## src/rtl/pixel_job_scheduler_if.sv

```systemverilog
// Bundle of the scheduler's engine-side job/result handshakes and its
// AXI4-Stream video output.
//   master : the scheduler. It drives job requests, result acks and the
//            video stream.
//   slave  : the environment (engines plus the VDMA sink).
// Signals:
//   eng_req_valid/x/y, eng_req_ready : one-hot job issue with a shared coordinate.
//   eng_res_valid/data, eng_res_ready: per-engine 24-bit RGB results.
//   out_stream_t*                    : 32-bit video beats, tuser=SOF, tlast=EOL.
interface pixel_job_scheduler_if #(
  parameter int NUM_ENG = 4,
  parameter int CW      = 10
);
  logic [NUM_ENG-1:0]    eng_req_valid;
  logic [CW-1:0]         eng_req_x;
  logic [CW-1:0]         eng_req_y;
  logic [NUM_ENG-1:0]    eng_req_ready;
  logic [NUM_ENG-1:0]    eng_res_valid;
  logic [NUM_ENG*24-1:0] eng_res_data;
  logic [NUM_ENG-1:0]    eng_res_ready;
  logic [31:0]           out_stream_tdata;
  logic [3:0]            out_stream_tkeep;
  logic                  out_stream_tvalid;
  logic                  out_stream_tready;
  logic                  out_stream_tuser;
  logic                  out_stream_tlast;

  modport master (
    output eng_req_valid, eng_req_x, eng_req_y, eng_res_ready,
    output out_stream_tdata, out_stream_tkeep, out_stream_tvalid,
    output out_stream_tuser, out_stream_tlast,
    input  eng_req_ready, eng_res_valid, eng_res_data, out_stream_tready
  );

  modport slave (
    input  eng_req_valid, eng_req_x, eng_req_y, eng_res_ready,
    input  out_stream_tdata, out_stream_tkeep, out_stream_tvalid,
    input  out_stream_tuser, out_stream_tlast,
    output eng_req_ready, eng_res_valid, eng_res_data, out_stream_tready
  );
endinterface

```

## src/rtl/pixel_job_scheduler.sv

```systemverilog
// Frame sequencer for the fractal pixel datapath. It walks (x,y) over an
// X_SIZE x Y_SIZE frame and hands one coordinate job per cycle, round-robin,
// to NUM_ENG iteration engines. Results are retired in strict issue order onto
// an AXI4-Stream video output.
// Ports:
//   out_stream_aclk : sole clock
//   periph_resetn   : async active-low reset, shared with the engines
//   start           : 1-cycle pulse that begins a frame; ignored unless idle
//   continuous      : level; restart automatically after each frame
//   busy            : high while a frame is in progress (RUN/DRAIN/DONE)
//   frame_done      : 1-cycle pulse at the end of a frame
//   bus             : engine handshakes and the video stream (master side)
module pixel_job_scheduler #(
  parameter int X_SIZE  = 640,
  parameter int Y_SIZE  = 480,
  parameter int NUM_ENG = 4,
  parameter int CW      = 10
) (
  input  logic                   out_stream_aclk,
  input  logic                   periph_resetn,
  input  logic                   start,
  input  logic                   continuous,
  output logic                   busy,
  output logic                   frame_done,
  pixel_job_scheduler_if.master  bus
);

  localparam int PW = (NUM_ENG > 1) ? $clog2(NUM_ENG) : 1;
  // Per-engine vectors are widened to 2**PW so that a pointer index always
  // fits exactly. The extra lanes are never set.
  localparam int NP = 2 ** PW;

  typedef enum logic [1:0] {IDLE, RUN, DRAIN, DONE} state_t;

  state_t            state, state_n;
  logic [CW-1:0]     iss_x, iss_y, out_x, out_y;
  logic [PW-1:0]     iss_ptr, ret_ptr;
  logic [NP-1:0]     eng_busy, busy_n;

  logic [NP-1:0]     req_ready_pad, res_valid_pad, req_valid_pad, res_ready_pad;
  logic [NP*24-1:0]  res_data_pad;
  logic              issue_ok, iss_fire, ret_fire, tvalid;
  logic              last_job, last_pix, start_frame;

  assign req_ready_pad = NP'(bus.eng_req_ready);
  assign res_valid_pad = NP'(bus.eng_res_valid);
  assign res_data_pad  = (NP*24)'(bus.eng_res_data);

  // Issue side: a job is offered to the engine at iss_ptr only once that
  // engine has no job outstanding.
  assign issue_ok      = (state == RUN) && !eng_busy[iss_ptr];
  assign iss_fire      = issue_ok && req_ready_pad[iss_ptr];
  assign req_valid_pad = issue_ok ? (NP'(1) << iss_ptr) : '0;
  assign last_job      = (iss_x == CW'(X_SIZE - 1)) && (iss_y == CW'(Y_SIZE - 1));

  // Retire side: only the engine at ret_ptr may present a result. A valid
  // result from any other engine waits, which keeps the output in order.
  assign tvalid        = ((state == RUN) || (state == DRAIN)) &&
                         eng_busy[ret_ptr] && res_valid_pad[ret_ptr];
  assign ret_fire      = tvalid && bus.out_stream_tready;
  assign res_ready_pad = ret_fire ? (NP'(1) << ret_ptr) : '0;
  assign last_pix      = (out_x == CW'(X_SIZE - 1)) && (out_y == CW'(Y_SIZE - 1));

  assign start_frame   = ((state == IDLE) && start) || ((state == DONE) && continuous);

  assign bus.eng_req_valid     = req_valid_pad[NUM_ENG-1:0];
  assign bus.eng_req_x         = iss_x;
  assign bus.eng_req_y         = iss_y;
  assign bus.eng_res_ready     = res_ready_pad[NUM_ENG-1:0];
  // The engine holds its data until acked and ret_ptr does not move during a
  // stall, so the beat stays stable while tready is low.
  assign bus.out_stream_tdata  = tvalid ? {8'h00, res_data_pad[24*ret_ptr +: 24]} : '0;
  assign bus.out_stream_tkeep  = 4'hF;
  assign bus.out_stream_tvalid = tvalid;
  assign bus.out_stream_tuser  = tvalid && (out_x == '0) && (out_y == '0);
  assign bus.out_stream_tlast  = tvalid && (out_x == CW'(X_SIZE - 1));

  assign busy       = (state != IDLE);
  assign frame_done = (state == DONE);

  always_comb begin
    // NOTE: every variable gets a default before the case so no path can leave it unassigned and infer a latch.
    state_n = state;
    case (state)
      IDLE:    if (start) state_n = RUN;
      RUN:     if (iss_fire && last_job) state_n = DRAIN;
      DRAIN:   if (ret_fire && last_pix) state_n = DONE;
      DONE:    state_n = continuous ? RUN : IDLE;
      default: state_n = IDLE;
    endcase
  end

  // The retire clear is applied first and the issue set second. The two
  // always hit different engines, because issue needs !busy and retire
  // needs busy.
  always_comb begin
    busy_n = eng_busy;
    if (ret_fire) busy_n[ret_ptr] = 1'b0;
    if (iss_fire) busy_n[iss_ptr] = 1'b1;
  end

  always_ff @(posedge out_stream_aclk or negedge periph_resetn) begin
    // NOTE: registers use non-blocking assignments so all of them update from the same pre-edge values.
    if (!periph_resetn) state <= IDLE;
    else                state <= state_n;
  end

  always_ff @(posedge out_stream_aclk or negedge periph_resetn) begin
    if (!periph_resetn) begin
      iss_x    <= '0;
      iss_y    <= '0;
      out_x    <= '0;
      out_y    <= '0;
      iss_ptr  <= '0;
      ret_ptr  <= '0;
      eng_busy <= '0;
    end else if (start_frame) begin
      iss_x    <= '0;
      iss_y    <= '0;
      out_x    <= '0;
      out_y    <= '0;
      iss_ptr  <= '0;
      ret_ptr  <= '0;
      eng_busy <= '0;
    end else begin
      eng_busy <= busy_n;
      if (iss_fire) begin
        iss_ptr <= (iss_ptr == PW'(NUM_ENG - 1)) ? '0 : iss_ptr + PW'(1);
        if (iss_x == CW'(X_SIZE - 1)) begin
          iss_x <= '0;
          iss_y <= (iss_y == CW'(Y_SIZE - 1)) ? '0 : iss_y + CW'(1);
        end else begin
          iss_x <= iss_x + CW'(1);
        end
      end
      if (ret_fire) begin
        ret_ptr <= (ret_ptr == PW'(NUM_ENG - 1)) ? '0 : ret_ptr + PW'(1);
        if (out_x == CW'(X_SIZE - 1)) begin
          out_x <= '0;
          out_y <= (out_y == CW'(Y_SIZE - 1)) ? '0 : out_y + CW'(1);
        end else begin
          out_x <= out_x + CW'(1);
        end
      end
    end
  end

endmodule

```

## src/flat_wrapper.sv

```systemverilog
// flat-port wrapper written by rule: the top's interface ports become plain ports
module pixel_job_scheduler_flat 
#(
  parameter int X_SIZE  = 640,
  parameter int Y_SIZE  = 480,
  parameter int NUM_ENG = 4,
  parameter int CW      = 10
)
  (out_stream_aclk, periph_resetn, start, continuous, busy, frame_done, bus_eng_req_valid, bus_eng_req_x, bus_eng_req_y, bus_eng_res_ready, bus_out_stream_tdata, bus_out_stream_tkeep, bus_out_stream_tvalid, bus_out_stream_tuser, bus_out_stream_tlast, bus_eng_req_ready, bus_eng_res_valid, bus_eng_res_data, bus_out_stream_tready);
  pixel_job_scheduler_if #(.NUM_ENG(NUM_ENG), .CW(CW)) bus_i ();
  input  logic out_stream_aclk;
  input  logic periph_resetn;
  input  logic start;
  input  logic continuous;
  output logic busy;
  output logic frame_done;
  output wire logic [$bits(bus_i.eng_req_valid)-1:0] bus_eng_req_valid;
  output wire logic [$bits(bus_i.eng_req_x)-1:0] bus_eng_req_x;
  output wire logic [$bits(bus_i.eng_req_y)-1:0] bus_eng_req_y;
  output wire logic [$bits(bus_i.eng_res_ready)-1:0] bus_eng_res_ready;
  output wire logic [$bits(bus_i.out_stream_tdata)-1:0] bus_out_stream_tdata;
  output wire logic [$bits(bus_i.out_stream_tkeep)-1:0] bus_out_stream_tkeep;
  output wire logic [$bits(bus_i.out_stream_tvalid)-1:0] bus_out_stream_tvalid;
  output wire logic [$bits(bus_i.out_stream_tuser)-1:0] bus_out_stream_tuser;
  output wire logic [$bits(bus_i.out_stream_tlast)-1:0] bus_out_stream_tlast;
  input wire logic [$bits(bus_i.eng_req_ready)-1:0] bus_eng_req_ready;
  input wire logic [$bits(bus_i.eng_res_valid)-1:0] bus_eng_res_valid;
  input wire logic [$bits(bus_i.eng_res_data)-1:0] bus_eng_res_data;
  input wire logic [$bits(bus_i.out_stream_tready)-1:0] bus_out_stream_tready;
  assign bus_eng_req_valid = bus_i.eng_req_valid;
  assign bus_eng_req_x = bus_i.eng_req_x;
  assign bus_eng_req_y = bus_i.eng_req_y;
  assign bus_eng_res_ready = bus_i.eng_res_ready;
  assign bus_out_stream_tdata = bus_i.out_stream_tdata;
  assign bus_out_stream_tkeep = bus_i.out_stream_tkeep;
  assign bus_out_stream_tvalid = bus_i.out_stream_tvalid;
  assign bus_out_stream_tuser = bus_i.out_stream_tuser;
  assign bus_out_stream_tlast = bus_i.out_stream_tlast;
  assign bus_i.eng_req_ready = bus_eng_req_ready;
  assign bus_i.eng_res_valid = bus_eng_res_valid;
  assign bus_i.eng_res_data = bus_eng_res_data;
  assign bus_i.out_stream_tready = bus_out_stream_tready;
  pixel_job_scheduler #(.X_SIZE(X_SIZE), .Y_SIZE(Y_SIZE), .NUM_ENG(NUM_ENG), .CW(CW)) u_core (.out_stream_aclk(out_stream_aclk), .periph_resetn(periph_resetn), .start(start), .continuous(continuous), .busy(busy), .frame_done(frame_done), .bus(bus_i));
endmodule
```

## config.mk

```make
export PLATFORM = sky130hd
export DESIGN_NAME = pixel_job_scheduler_flat
export DESIGN_NICKNAME = d
export VERILOG_FILES = /design/src/rtl/pixel_job_scheduler_if.sv /design/src/rtl/pixel_job_scheduler.sv /design/src/flat_wrapper.sv
export SDC_FILE = /design/constraint.sdc
export NUM_CORES = 1
export LEC_CHECK = 0
export CAP_MARGIN = 20
export CORE_AREA = 2 2 95 97
export CTS_BUF_LIST = sky130_fd_sc_hd__clkbuf_2 sky130_fd_sc_hd__clkbuf_4 sky130_fd_sc_hd__clkbuf_8
export CTS_CLUSTER_SIZE = 40
export DETAILED_ROUTE_END_ITERATION = 6
export DIE_AREA = 0 0 97 99
export PLACE_DENSITY = 0.88
export SETUP_SLACK_MARGIN = 0.02
export SYNTH_ARGS = -nofsm -noshare
export SYNTH_HDL_FRONTEND = slang
export SYNTH_SLANG_ARGS = --single-unit
```

## constraint.sdc

```tcl
create_clock -name out_stream_aclk -period 4 [get_ports out_stream_aclk]
set_input_delay 0.6 -clock out_stream_aclk [delete_from_list [all_inputs] [get_ports out_stream_aclk]]
set_output_delay 0.6 -clock out_stream_aclk [all_outputs]
set_load 0.02 [all_outputs]
```

==> out/qor_table.md, run 1 <==
| Stage | Metric | Reported |
|---|---|---|
| worst setup path | Critical Path, Cell by Cell | clkdlybuf4s50_1, and2_1, mux4_2, and2b_1, nand2_1, inv_1, clkdlybuf4s50_1 |
| logic synthesis | Post-synthesis instance area | 3940 sq um |
| routing | Wire per inst | 19.1 um |
| routing | Number of DRC violations after detailed-routing iteration 0 | 212 |
| status | Run status | complete, no violations |
| die | Area of the die | 9600 sq um |
| worst setup path | CP startpoint kind | primary input |
| timing | Final critical-path share of the clock period | 0.838 |
| die | Effective utilization at floorplan | 0.461 |
| final layout | Fraction of final layout cells sized beyond drive strength 1 | 0.103 |
| pwr | PwrDens | 440 nW/um^2 |
| timing | Maximum achievable frequency | 0.298 GHz |
| timing | Max_slew headroom | 0.371 |
| logic synthesis | Mean instance size in the synthesized netlist | 9.45 sq um |
| worst setup path | Worst stage delay on the critical path | 0.55 ns |
| global routing | Global router's overall resource usage | 0.274 |
| placement | Number of buffer cells added on primary ports | 165 |
| logic synthesis | Most frequently used flop master after synthesis | sky130_fd_sc_hd__dfrtp_1 |
| worst setup path | Critical path's most frequent cell | sky130_fd_sc_hd__clkdlybuf4s50_1 |
| global routing | Met1 routing resource usage after global routing | 0.359 |
| worst setup path | Endpoint of the worst register-to-register path | u_core.out_y[5] |
| worst setup path | Endpoint kind of the worst setup timing path | output port |
| die | Top Ports | 178 |
| worst setup path | Number of cells traversed by the worst register-to-register path | 7 |
| die | Y dimension of the die | 99 um |
| die | Std cell rows | 34 |
| routing | Vias per cell | 5.77 |
| final layout | Area added between synthesis and finish | 45.3% |
| global routing | Vias in the first global route | 4100 |
| die | Horiz. Die Dim | 97 um |
| global routing | Initial antenna violation count | 0 |
| clock network | Post-cts sizing count | 0 |
| routing | Routed Wire Length | 12.9 mm |
| routing | Vias | 3915 |
| clock network | Post CTS Setup Buffer Count | 0 |
| worst setup path | Slowest-stage cell, CP | sky130_fd_sc_hd__clkdlybuf4s50_1 |
| global routing | Busiest layer in global routing | met2 |
| final layout | Nets@finish | 698 |
| clock network | Number of clock sinks | 50 |
| global routing | Grt met3 use | 0.0645 |
| logic synthesis | Number of enable flip-flop cells after synthesis | 0 |
| logic synthesis | Synthesized netlist cell count | 417 |
| timing | Number of max-slew violations in the final report | 0 |
| worst setup path | Critical path data required time | 3.40 ns |
| logic synthesis | Synth Warn # | 0 |
| routing | Number of iterations in the first detailed-routing pass | 5 |
| worst setup path | Minimum setup slack among reg-to-reg paths | 1.46 ns |
| global routing | Largest net degree at the start of global routing | 30 |
| run | Max-cap violations | 0 |
| pwr | Maximum vdd drop | 0.316 mV |
| worst setup path | Setup CP Type | primary input to output port |
| logic synthesis | Post-synthesis sequential area ratio | 0.317 |
| global routing | Grt ovf | 0 |
| timing | Final setup fails | 0 |
| final layout | Antenna cell count | 0 |
| clock network | Clock transition at the registers of the reported paths | 0.11 ns |
| timing | Least-Margin Pin Slew | 0.939 ns |
| logic synthesis | Count of state elements after synthesis | 50 |
| clock network | Clock Tree Root | sky130_fd_sc_hd__clkbuf_8 |
| clock network | Number of buffers created by CTS | 5 |
| worst setup path | Launch point of the critical path | bus_eng_res_valid[0] |
| logic synthesis | Share of async-settable or async-resettable flops after synthesis | 1.00 |
| routing | Drc violations | 0 |
| final layout | Utilization of the core after routing | 0.670 |
| global routing | Wire length of the first global-routing pass | 21.2 mm |
| die | Area of the core region | 8550 sq um |
| clock network | Clock tree from TritonCTS | yes |
| clock network | Number of buffers on the longest clock path | 2 |
| clock network | H-Tree Depth | 2 |
| routing | Remaining number of nets flagged by the antenna check after routing | 0 |
| logic synthesis | Distinct cell type count of the synthesized netlist | 60 |
| pwr | Leakage | 0.00244 uW |
| clock network | Later-pin clock latency in the skew report | 0.32 ns |
| clock network | Number of buffers inserted for hold repair after clock tree synthesis | 0 |
| timing | Worst Clk Skew | 0.0187 ns |
| worst setup path | Worst reg2reg path startpoint | u_core.state[0] |
| global routing | Global routing usage on met2 | 0.456 |
| min path | Path type of the worst min-delay path | primary input to asynchronous set/reset pin |
| placement | Placed wire-length estimate | 10.1 mm |
| timing | Final hold viol count | 0 |
| placement | Placer's final routability congestion estimate | 0.921 |
| worst setup path | Largest driver fanout on the critical path | 12 |
| worst setup path | Arr. time, crit path | 2.75 ns |
| timing | Unrepaired setup endpoints after global routing | false |
| timing | Fin crit period | 3.35 ns |
| worst setup path | Critical Path Sink | bus_eng_res_ready[2] |
| timing | Fin Setup TNS | 0 ns |
## synthesized netlist by cell type (2+ instances only)
cell                       number  area, sq um
sky130_fd_sc_hd__nor2_1        39          146
sky130_fd_sc_hd__inv_1         21         78.8
sky130_fd_sc_hd__nor4_1         3         18.8
sky130_fd_sc_hd__and4_1         5         43.8
sky130_fd_sc_hd__nand3_1       13         65.1
sky130_fd_sc_hd__and2_1        13         81.3
sky130_fd_sc_hd__buf_2          9         45.0
sky130_fd_sc_hd__nand4_1        4         25.0
sky130_fd_sc_hd__a21oi_1       11         55.1
sky130_fd_sc_hd__mux4_2        26          586
sky130_fd_sc_hd__o21ai_1        6         30.0
sky130_fd_sc_hd__clkbuf_1      11         41.3
sky130_fd_sc_hd__ha_1          19          238
sky130_fd_sc_hd__nand3b_1       2         15.0
sky130_fd_sc_hd__o31ai_1        5         37.5
sky130_fd_sc_hd__xor2_1         6         52.6
sky130_fd_sc_hd__and3_1        39          244
sky130_fd_sc_hd__nor3_1         6         30.0
sky130_fd_sc_hd__or3_1          3         18.8
sky130_fd_sc_hd__a211oi_1       3         22.5
sky130_fd_sc_hd__mux2_2         2         22.5
sky130_fd_sc_hd__conb_1         2         7.51
sky130_fd_sc_hd__nand2b_1       6         37.5
sky130_fd_sc_hd__a31oi_1        2         12.5
sky130_fd_sc_hd__buf_4         14          105
sky130_fd_sc_hd__o31ai_2        3         37.5
sky130_fd_sc_hd__dfrtp_1       50         1250
sky130_fd_sc_hd__a22oi_1        6         45.0
sky130_fd_sc_hd__nand2_1       34          128
sky130_fd_sc_hd__xnor2_1        6         52.6
sky130_fd_sc_hd__o21ai_0       19         95.1
## stage by stage
| stage | instance area (sq um) | total power, uW | cells | setup slack (ns) | hold slack, ns |
|---|---|---|---|---|---|
| floorplan | 3980 | 1620 | 427 | 1.65 | 0.304 |
| global placement | 5610 | 2070 | 671 | 0.729 | 0.506 |
| detailed placement | 5610 | 2120 | 671 | 0.659 | 0.511 |
| CTS | 5730 | 2510 | 679 | 0.659 | 0.279 |
| global route | 5730 | 2680 | 679 | 0.562 | 0.295 |
| finish | 5730 | 2520 | 679 | 0.650 | 0.266 |
## routing by layer
metal	up-vias	routed length [um]
met5	-	0
met4	0	344
met3	35	990
met2	201	6250
met1	1890	5360
li1	1789	-
## flip-flops by register name, indices dropped and copies added (netlist names)
signal and cells:
u_core.bus.eng_req_x 10, u_core.eng_busy 4, u_core.out_x 10, u_core.bus.eng_req_y 10, u_core.iss_ptr 2, u_core.out_y 10, u_core.ret_ptr 2, u_core.state 2
## kinds of logic (layout without fill, tap and decap cells)
kind of cell | after synthesis | count (layout) | share of synthesized area
AO/OA/AOI/OAI | 67 | 67 | 0.115
adder cells (fa/ha/maj) | 19 | 19 | 0.0603
buffers and inverters | 57 | 201 | 0.0730
other | 2 | 12 | 0.00190
multiplexers | 29 | 29 | 0.157
XOR/XNOR | 12 | 12 | 0.0267
AND/OR/NAND/NOR | 181 | 181 | 0.249
flip-flops | 50 | 50 | 0.317
## cell type report
class | count | area, sq um
clock buffer | 6 | 82.6
clock inverter | 2 | 38.8
fill | 677 | 2820
inverter | 22 | 85.1
multi-input combinational | 320 | 2440
sequential | 50 | 1250
tap | 108 | 135
timing repair buffer | 171 | 1690
## critical path, delay by kind of cell
family / cells / cell delay (ns)
AND/OR/NAND/NOR: 3 / 0.66
multiplexers: 1 / 0.47
buffers and inverters: 3 / 1.02
## worst min-delay path by stage
stage                                    endpoint  depth (start not counted)
after floorplan           u_core.bus.eng_req_x[0]                          0
after global placement            u_core.out_y[9]                          1
after detailed placement          u_core.out_y[9]                          1
after CTS                         u_core.out_y[7]                          1
after global routing              u_core.out_y[2]                          1
final                             u_core.out_y[7]                          1
## power by group
part / internal [uW] / switching (uW)
Sequential: 576 / 98.3
Combinational: 654 / 798
Clock: 206 / 185
Total: 1440 / 1080
## layout by cell type (no fill, tap or decap), types with 2 or more instances in the layout
cell type,count
sky130_fd_sc_hd__xnor2_1,6
sky130_fd_sc_hd__inv_1,21
sky130_fd_sc_hd__nand4_1,4
sky130_fd_sc_hd__buf_4,6
sky130_fd_sc_hd__and2_1,13
sky130_fd_sc_hd__a22oi_1,6
sky130_fd_sc_hd__xor2_1,6
sky130_fd_sc_hd__nor2_1,39
sky130_fd_sc_hd__a211oi_1,3
sky130_fd_sc_hd__and4_1,5
sky130_fd_sc_hd__nand2b_1,6
sky130_fd_sc_hd__nand3b_1,2
sky130_fd_sc_hd__o21ai_0,19
sky130_fd_sc_hd__clkdlybuf4s50_1,164
sky130_fd_sc_hd__nand3_1,13
sky130_fd_sc_hd__nand2_1,34
sky130_fd_sc_hd__nor4_1,3
sky130_fd_sc_hd__dfrtp_1,49
sky130_fd_sc_hd__a31oi_1,2
sky130_fd_sc_hd__conb_1,12
sky130_fd_sc_hd__or3_1,3
sky130_fd_sc_hd__nor3_1,6
sky130_fd_sc_hd__mux2_2,2
sky130_fd_sc_hd__and3_1,39
sky130_fd_sc_hd__a21oi_1,11
sky130_fd_sc_hd__o21ai_1,6
sky130_fd_sc_hd__ha_1,19
sky130_fd_sc_hd__o31ai_1,5
sky130_fd_sc_hd__mux4_2,26
sky130_fd_sc_hd__o31ai_2,3
sky130_fd_sc_hd__clkbuf_8,6
Power figures use the tool's default switching activity.
==> run 2: changes to the inputs <==
--- a/config.mk
+++ b/config.mk
@@ -6,12 +6,12 @@
 export NUM_CORES = 1
 export LEC_CHECK = 0
 export CAP_MARGIN = 20
-export CORE_AREA = 2 2 95 97
+export CORE_AREA = 2 2 98 100
 export CTS_BUF_LIST = sky130_fd_sc_hd__clkbuf_2 sky130_fd_sc_hd__clkbuf_4 sky130_fd_sc_hd__clkbuf_8
 export CTS_CLUSTER_SIZE = 40
 export DETAILED_ROUTE_END_ITERATION = 6
-export DIE_AREA = 0 0 97 99
-export PLACE_DENSITY = 0.88
+export DIE_AREA = 0 0 100 102
+export PLACE_DENSITY = 0.83
 export SETUP_SLACK_MARGIN = 0.02
 export SYNTH_ARGS = -nofsm -noshare
 export SYNTH_HDL_FRONTEND = slang
==> constraint.sdc (replaced) <==
create_clock -name out_stream_aclk -period 3.2 [get_ports out_stream_aclk]
set_input_delay 0.48 -clock out_stream_aclk [delete_from_list [all_inputs] [get_ports out_stream_aclk]]
set_output_delay 0.48 -clock out_stream_aclk [all_outputs]
set_load 0.02 [all_outputs]
==> out/qor_table.md, run 2 (synthesized netlist as in run 1, its figures left out) <==
| Stage | Metric | Reported |
|---|---|---|
| status | Run status | complete, no violations |
| final layout | Sequential cell area in the final layout | 1250 sq um |
| global routing | Global routing usage on met2 | 0.455 |
| pwr | Switching part of the total power | 0.418 |
| global routing | Busiest layer in global routing | met2 |
| clock network | Number of buffers created by CTS | 5 |
| timing | Number of max-slew violations in the final report | 0 |
| final layout | Fraction of final layout cells sized beyond drive strength 1 | 0.116 |
| global routing | Wire length of the first global-routing pass | 19.7 mm |
| worst setup path | Arr. time, crit path | 2.55 ns |
| timing | Max_slew headroom | 0.543 |
| die | Effective utilization at floorplan | 0.433 |
| pwr | Leakage | 0.00248 uW |
| routing | Drc violations | 0 |
| global routing | Grt met3 use | 0.0588 |
| die | Std cell rows | 35 |
| global routing | Grt ovf | 0 |
| clock network | Clock Tree Root | sky130_fd_sc_hd__clkbuf_8 |
| routing | Number of iterations in the first detailed-routing pass | 4 |
| final layout | Area added between synthesis and finish | 46.7% |
| placement | Placer's final routability congestion estimate | 0.818 |
| timing | Final critical-path share of the clock period | 0.948 |
| global routing | Initial antenna violation count | 0 |
| global routing | Global router's overall resource usage | 0.242 |
| global routing | Met1 routing resource usage after global routing | 0.270 |
| final layout | Most frequent standard cell in the layout excluding fill and tap cells | sky130_fd_sc_hd__clkdlybuf4s50_1 |
| timing | Final hold viol count | 0 |
| worst setup path | Critical path's most frequent cell | sky130_fd_sc_hd__clkdlybuf4s50_1 |
| worst setup path | CP startpoint kind | primary input |
| worst setup path | Endpoint kind of the worst setup timing path | output port |
| worst setup path | Slowest-stage cell, CP | sky130_fd_sc_hd__clkdlybuf4s50_1 |
| final layout | Count of filler cells inserted in the layout | 743 |
| clock network | H-Tree Depth | 2 |
| die | Horiz. Die Dim | 100 um |
| final layout | Multi-input combinational cell area | 2440 sq um |
| timing | Worst Clk Skew | 0.0101 ns |
| worst setup path | Critical Path, Cell by Cell | clkdlybuf4s50_1, and2_1, mux4_2, and2b_1, nand2_1, inv_1, clkdlybuf4s50_1 |
| clock network | Post CTS Setup Buffer Count | 0 |
| routing | Number of DRC violations after detailed-routing iteration 0 | 188 |
| final layout | Most used cells in the layout excluding fill and tap cells | 164 x sky130_fd_sc_hd__clkdlybuf4s50_1, 49 x sky130_fd_sc_hd__dfrtp_1, 39 x sky130_fd_sc_hd__and3_1, 39 x sky130_fd_sc_hd__nor2_1, 34 x sky130_fd_sc_hd__nand2_1 |
| die | Top Ports | 178 |
| final layout | Nets@finish | 706 |
| routing | Remaining number of nets flagged by the antenna check after routing | 0 |
| global routing | Vias in the first global route | 4004 |
| pwr | Maximum vdd drop | 0.386 mV |
| pwr | Combinational cell fraction of total power | 0.587 |
| worst setup path | Critical path data required time | 2.72 ns |
| clock network | Clock transition at the registers of the reported paths | 0.10 ns |
| run | Max-cap violations | 0 |
| clock network | Number of buffers inserted for hold repair after clock tree synthesis | 0 |
| die | Area of the die | 10200 sq um |
| worst setup path | Worst reg2reg path startpoint | u_core.state[1] |
| pwr | PwrDens | 540 nW/um^2 |
| worst setup path | Number of cells traversed by the worst register-to-register path | 8 |
| timing | Fin Setup TNS | 0 ns |
| timing | Unrepaired setup endpoints after global routing | false |
| final layout | Antenna cell count | 0 |
| worst setup path | Worst stage delay on the critical path | 0.55 ns |
| die | Y dimension of the die | 102 um |
| pwr | Internal power component | 1820 uW |
| clock network | Number of buffers on the longest clock path | 2 |
| pwr | Net Sw Power | 1310 uW |
| clock network | Number of clock sinks | 50 |
| routing | Routed Wire Length | 12.1 mm |
| worst setup path | Setup CP Type | primary input to output port |
| timing | Final setup fails | 0 |
| timing | Least-Margin Pin Slew | 0.685 ns |
| pwr | Share of power burned in the clock network | 0.147 |
| worst setup path | Minimum setup slack among reg-to-reg paths | 0.84 ns |
| die | Area of the core region | 9110 sq um |
| global routing | Largest net degree at the start of global routing | 30 |
| pwr | Seq pwr share | 0.266 |
| min path | Path type of the worst min-delay path | primary input to asynchronous set/reset pin |
| clock network | Clock tree from TritonCTS | yes |
| routing | Vias | 3908 |
| timing | Fin crit period | 3.03 ns |
| worst setup path | Largest driver fanout on the critical path | 7 |
| worst setup path | Endpoint of the worst register-to-register path | u_core.bus.eng_req_y[8] |
| routing | Wire per inst | 17.5 um |
| routing | Vias per cell | 5.66 |
| timing | Worst hold slack across all endpoints | 0.211 ns |
| placement | Number of buffer cells added on primary ports | 165 |
| placement | Placed wire-length estimate | 9.76 mm |
| timing | Maximum achievable frequency | 0.330 GHz |
| clock network | Later-pin clock latency in the skew report | 0.30 ns |
| clock network | Post-cts sizing count | 0 |
run 2: cell count changes in the layout (fill, tap and decap cells not counted):
cell / delta
sky130_fd_sc_hd__clkinv_2: +1
sky130_fd_sc_hd__buf_4: +8
sky130_fd_sc_hd__clkbuf_8: -1
run 2: layout make-up:
cell class	instances	area share
clock buffer	5	0.0119
tap	111	0.0240
clock inverter	3	0.00757
inverter	22	0.0147
timing repair buffer	179	0.303
sequential	50	0.217
multi-input combinational	320	0.422
run 2: worst max path at each step:
stage,start,endpoint,slack (ns)
4_1_cts,bus_eng_res_valid[2],bus_eng_res_ready[2],0.17
3_5_place_dp,bus_eng_res_valid[2],bus_eng_res_ready[2],0.17
6_report,bus_eng_res_valid[2],bus_eng_res_ready[2],0.17
5_1_grt,u_core.state[1],bus_eng_res_ready[2],0.04
2_1_floorplan,u_core.ret_ptr[0],bus_out_stream_tdata[10],1.04
3_3_place_gp,bus_eng_res_valid[3],bus_out_stream_tuser,0.22
run 2: critical path: cells and delay by family:
| family | cells | cell delay [ns] |
|---|---|---|
| simple gates | 3 | 0.56 |
| buf+inv | 3 | 1.01 |
| mux | 1 | 0.49 |
run 2: power by group through the flow:
stage	clock network [uW]	registers, uW	logic [uW]
3_5_place_dp	0	844	1840
2_1_floorplan	0	844	1180
4_1_cts	469	831	1850
5_1_grt	503	852	2010
6_report	460	832	1830
3_3_place_gp	0	836	1780
run 2: layer usage:
metal | wire length [um] | up-vias | share of wire
li1 | - | 1800 | -
met1 | 4560 | 1911 | 0.38
met2 | 6240 | 177 | 0.52
met3 | 1050 | 20 | 0.087
met4 | 255 | 0 | 0.021
met5 | 0 | - | 0
run 2: stage by stage:
step	cell area, sq um	std cells	util	worst slack [ns]	total power [uW]
2_1_floorplan	3980	427	-	1.04	2020
3_3_place_gp	5670	682	0.622	0.225	2620
3_5_place_dp	5670	682	0.622	0.170	2690
4_1_cts	5780	690	0.635	0.168	3150
5_1_grt	5780	690	0.635	0.0365	3370
6_report	5780	690	0.635	0.165	3120
==> run 3: changes to the inputs <==
--- a/config.mk
+++ b/config.mk
@@ -11,6 +11,7 @@
 export CTS_CLUSTER_SIZE = 40
 export DETAILED_ROUTE_END_ITERATION = 6
 export DIE_AREA = 0 0 100 102
+export GPL_TIMING_DRIVEN = 0
 export PLACE_DENSITY = 0.83
 export SETUP_SLACK_MARGIN = 0.02
 export SYNTH_ARGS = -nofsm -noshare
==> out/qor_table.md, run 3 (synthesized netlist as in run 1, its figures left out) <==
| Stage | Metric | Reported |
|---|---|---|
| worst setup path | Endpoint of the worst register-to-register path | u_core.out_y[9] |
| status | Run status | complete, no violations |
| worst setup path | Number of cells traversed by the worst register-to-register path | 8 |
| final layout | Antenna cell count | 0 |
| timing | Number of max-slew violations in the final report | 0 |
| pwr | Leakage | 0.00268 uW |
| final layout | Area added between synthesis and finish | 48.5% |
| pwr | Total power | 3050 uW |
| pwr | Maximum vdd drop | 0.352 mV |
| final layout | Fraction of final layout cells sized beyond drive strength 1 | 0.130 |
| routing | Remaining number of nets flagged by the antenna check after routing | 0 |
| final layout | Sequential cell area in the final layout | 1250 sq um |
| global routing | Initial antenna violation count | 0 |
| placement | Number of buffer cells added on primary ports | 165 |
| worst setup path | Critical path data required time | 2.72 ns |
| global routing | Wire length of the first global-routing pass | 19.6 mm |
| timing | Unrepaired setup endpoints after global routing | false |
| final layout | Multi-input combinational cell area | 2440 sq um |
| clock network | Clock transition at the registers of the reported paths | 0.11 ns |
| placement | Placer's final routability congestion estimate | 0.875 |
| clock network | Clock tree from TritonCTS | yes |
| worst setup path | Endpoint kind of the worst setup timing path | output port |
| final layout | Most used cells in the layout excluding fill and tap cells | 140 x sky130_fd_sc_hd__clkdlybuf4s50_1, 50 x sky130_fd_sc_hd__dfrtp_1, 39 x sky130_fd_sc_hd__and3_1, 39 x sky130_fd_sc_hd__nor2_1, 34 x sky130_fd_sc_hd__nand2_1 |
| die | Area of the die | 10200 sq um |
| global routing | Grt ovf | 0 |
| die | Area of the core region | 9110 sq um |
| global routing | Global routing usage on met2 | 0.445 |
| routing | Number of iterations in the first detailed-routing pass | 7 |
| run | Max-cap violations | 0 |
| die | Y dimension of the die | 102 um |
| timing | Least-Margin Pin Slew | 0.713 ns |
| timing | Maximum achievable frequency | 0.323 GHz |
| timing | Worst Clk Skew | 0.0127 ns |
| global routing | Largest net degree at the start of global routing | 30 |
| worst setup path | CP startpoint kind | primary input |
| global routing | Global router's overall resource usage | 0.242 |
| timing | Max_slew headroom | 0.525 |
| routing | Wire per inst | 17.6 um |
| routing | Drc violations | 0 |
| die | Effective utilization at floorplan | 0.433 |
| clock network | Post CTS Setup Buffer Count | 0 |
| clock network | Later-pin clock latency in the skew report | 0.32 ns |
| routing | Routed Wire Length | 12.6 mm |
| global routing | Met1 routing resource usage after global routing | 0.282 |
| placement | Placed cell count | 704 |
| timing | Final setup fails | 0 |
| routing | Vias per cell | 5.61 |
| timing | Fin crit period | 3.09 ns |
| global routing | Busiest layer in global routing | met2 |
| final layout | Nets@finish | 728 |
| final layout | Most frequent standard cell in the layout excluding fill and tap cells | sky130_fd_sc_hd__clkdlybuf4s50_1 |
| timing | Final hold viol count | 0 |
| placement | Area after detailed placement | 5790 sq um |
| global routing | Vias in the first global route | 3900 |
| clock network | H-Tree Depth | 2 |
| routing | Vias | 3991 |
| worst setup path | Largest driver fanout on the critical path | 10 |
| worst setup path | Minimum setup slack among reg-to-reg paths | 0.84 ns |
| final layout | Post-layout instance count excluding filler cells | 712 |
| worst setup path | Launch point of the critical path | bus_eng_res_valid[1] |
| pwr | PwrDens | 520 nW/um^2 |
| final layout | Final std cell area, no fill | 5850 sq um |
| clock network | Number of clock sinks | 50 |
| die | Std cell rows | 35 |
| final layout | Count of filler cells inserted in the layout | 743 |
| routing | Number of DRC violations after detailed-routing iteration 0 | 168 |
| worst setup path | Arr. time, crit path | 2.61 ns |
| min path | Path type of the worst min-delay path | primary input to asynchronous set/reset pin |
| clock network | Clock Tree Root | sky130_fd_sc_hd__clkbuf_8 |
| worst setup path | Worst reg2reg path startpoint | u_core.state[1] |
| die | Top Ports | 178 |
| die | Horiz. Die Dim | 100 um |
| placement | Placed wire-length estimate | 10.1 mm |
| timing | Final critical-path share of the clock period | 0.967 |
| clock network | Number of buffers created by CTS | 5 |
| global routing | Grt met3 use | 0.0527 |
| worst setup path | Critical Path Sink | bus_out_stream_tuser |
| clock network | Number of buffers on the longest clock path | 2 |
| worst setup path | Setup CP Type | primary input to output port |
## run 3: cell types whose count changed in the layout (fill, tap and decap cells not counted), sizes merged
cell	before	now
buf	15	25
dlygate4sd2	0	22
clkbuf	5	17
clkinv	1	2
bufinv	1	0
dlymetal6s2s	0	2
clkdlybuf4s50	164	140
## run 3: timing repair
action / CTS / global route
resized for setup: 22 / 5
endpoints found under the setup margin: 22 / 3
hold buffers: 0 / 0
pin swaps: 0 / 0
## run 3: worst min-delay path by stage
stage / to / slack, ns
after CTS: u_core.out_y[1] / 0.15
after global routing: u_core.out_y[1] / 0.16
after floorplan: u_core.bus.eng_req_x[0] / 0.18
final: u_core.out_y[1] / 0.13
after detailed placement: u_core.bus.eng_req_x[4] / 0.49
after global placement: u_core.out_y[9] / 0.50
## run 3: cell type report
cell class	instances	share of cell area
repair buffers	166	0.281
plain buffers	35	0.0353
inverters	22	0.0145
flip-flops and latches	50	0.214
multi-input cells	320	0.417
clock buffers	5	0.0118
clock inverters	3	0.00321
well taps	111	0.0237
## run 3: per-layer routing
| layer | routed length, um | vias up |
|---|---|---|
| li1 | - | 1853 |
| met1 | 4820 | 1910 |
| met2 | 6360 | 196 |
| met3 | 1020 | 32 |
| met4 | 348 | 0 |
| met5 | 0 | - |
## run 3: per-stage QoR
step | util | setup TNS, ns | worst slack [ns] | hold slack (ns)
floorplan | - | 0 | 1.04 | 0.184
global placement | 0.634 | -0.00722 | -0.00722 | 0.499
detailed placement | 0.635 | -0.0640 | -0.0325 | 0.488
CTS | 0.642 | 0 | 0.0249 | 0.145
global route | 0.643 | 0 | 0.0624 | 0.164
finish | 0.643 | 0 | 0.105 | 0.128
## run 3: power breakdown
part / switching [uW] / total [uW] / internal (uW) / leakage, uW
Combinational: 989 / 1830 / 837 / 0.00195
Clock: 234 / 389 / 155 / 0.0000483
Sequential: 111 / 831 / 720 / 0.000684
## run 3: critical path: stages
cell	delay (ns)
sky130_fd_sc_hd__clkdlybuf4s50_1	0.52
sky130_fd_sc_hd__and2_1	0.14
sky130_fd_sc_hd__mux4_2	0.25
sky130_fd_sc_hd__buf_4	0.18
sky130_fd_sc_hd__nand2_1	0.10
sky130_fd_sc_hd__nor3_1	0.29
sky130_fd_sc_hd__clkdlybuf4s50_1	0.66
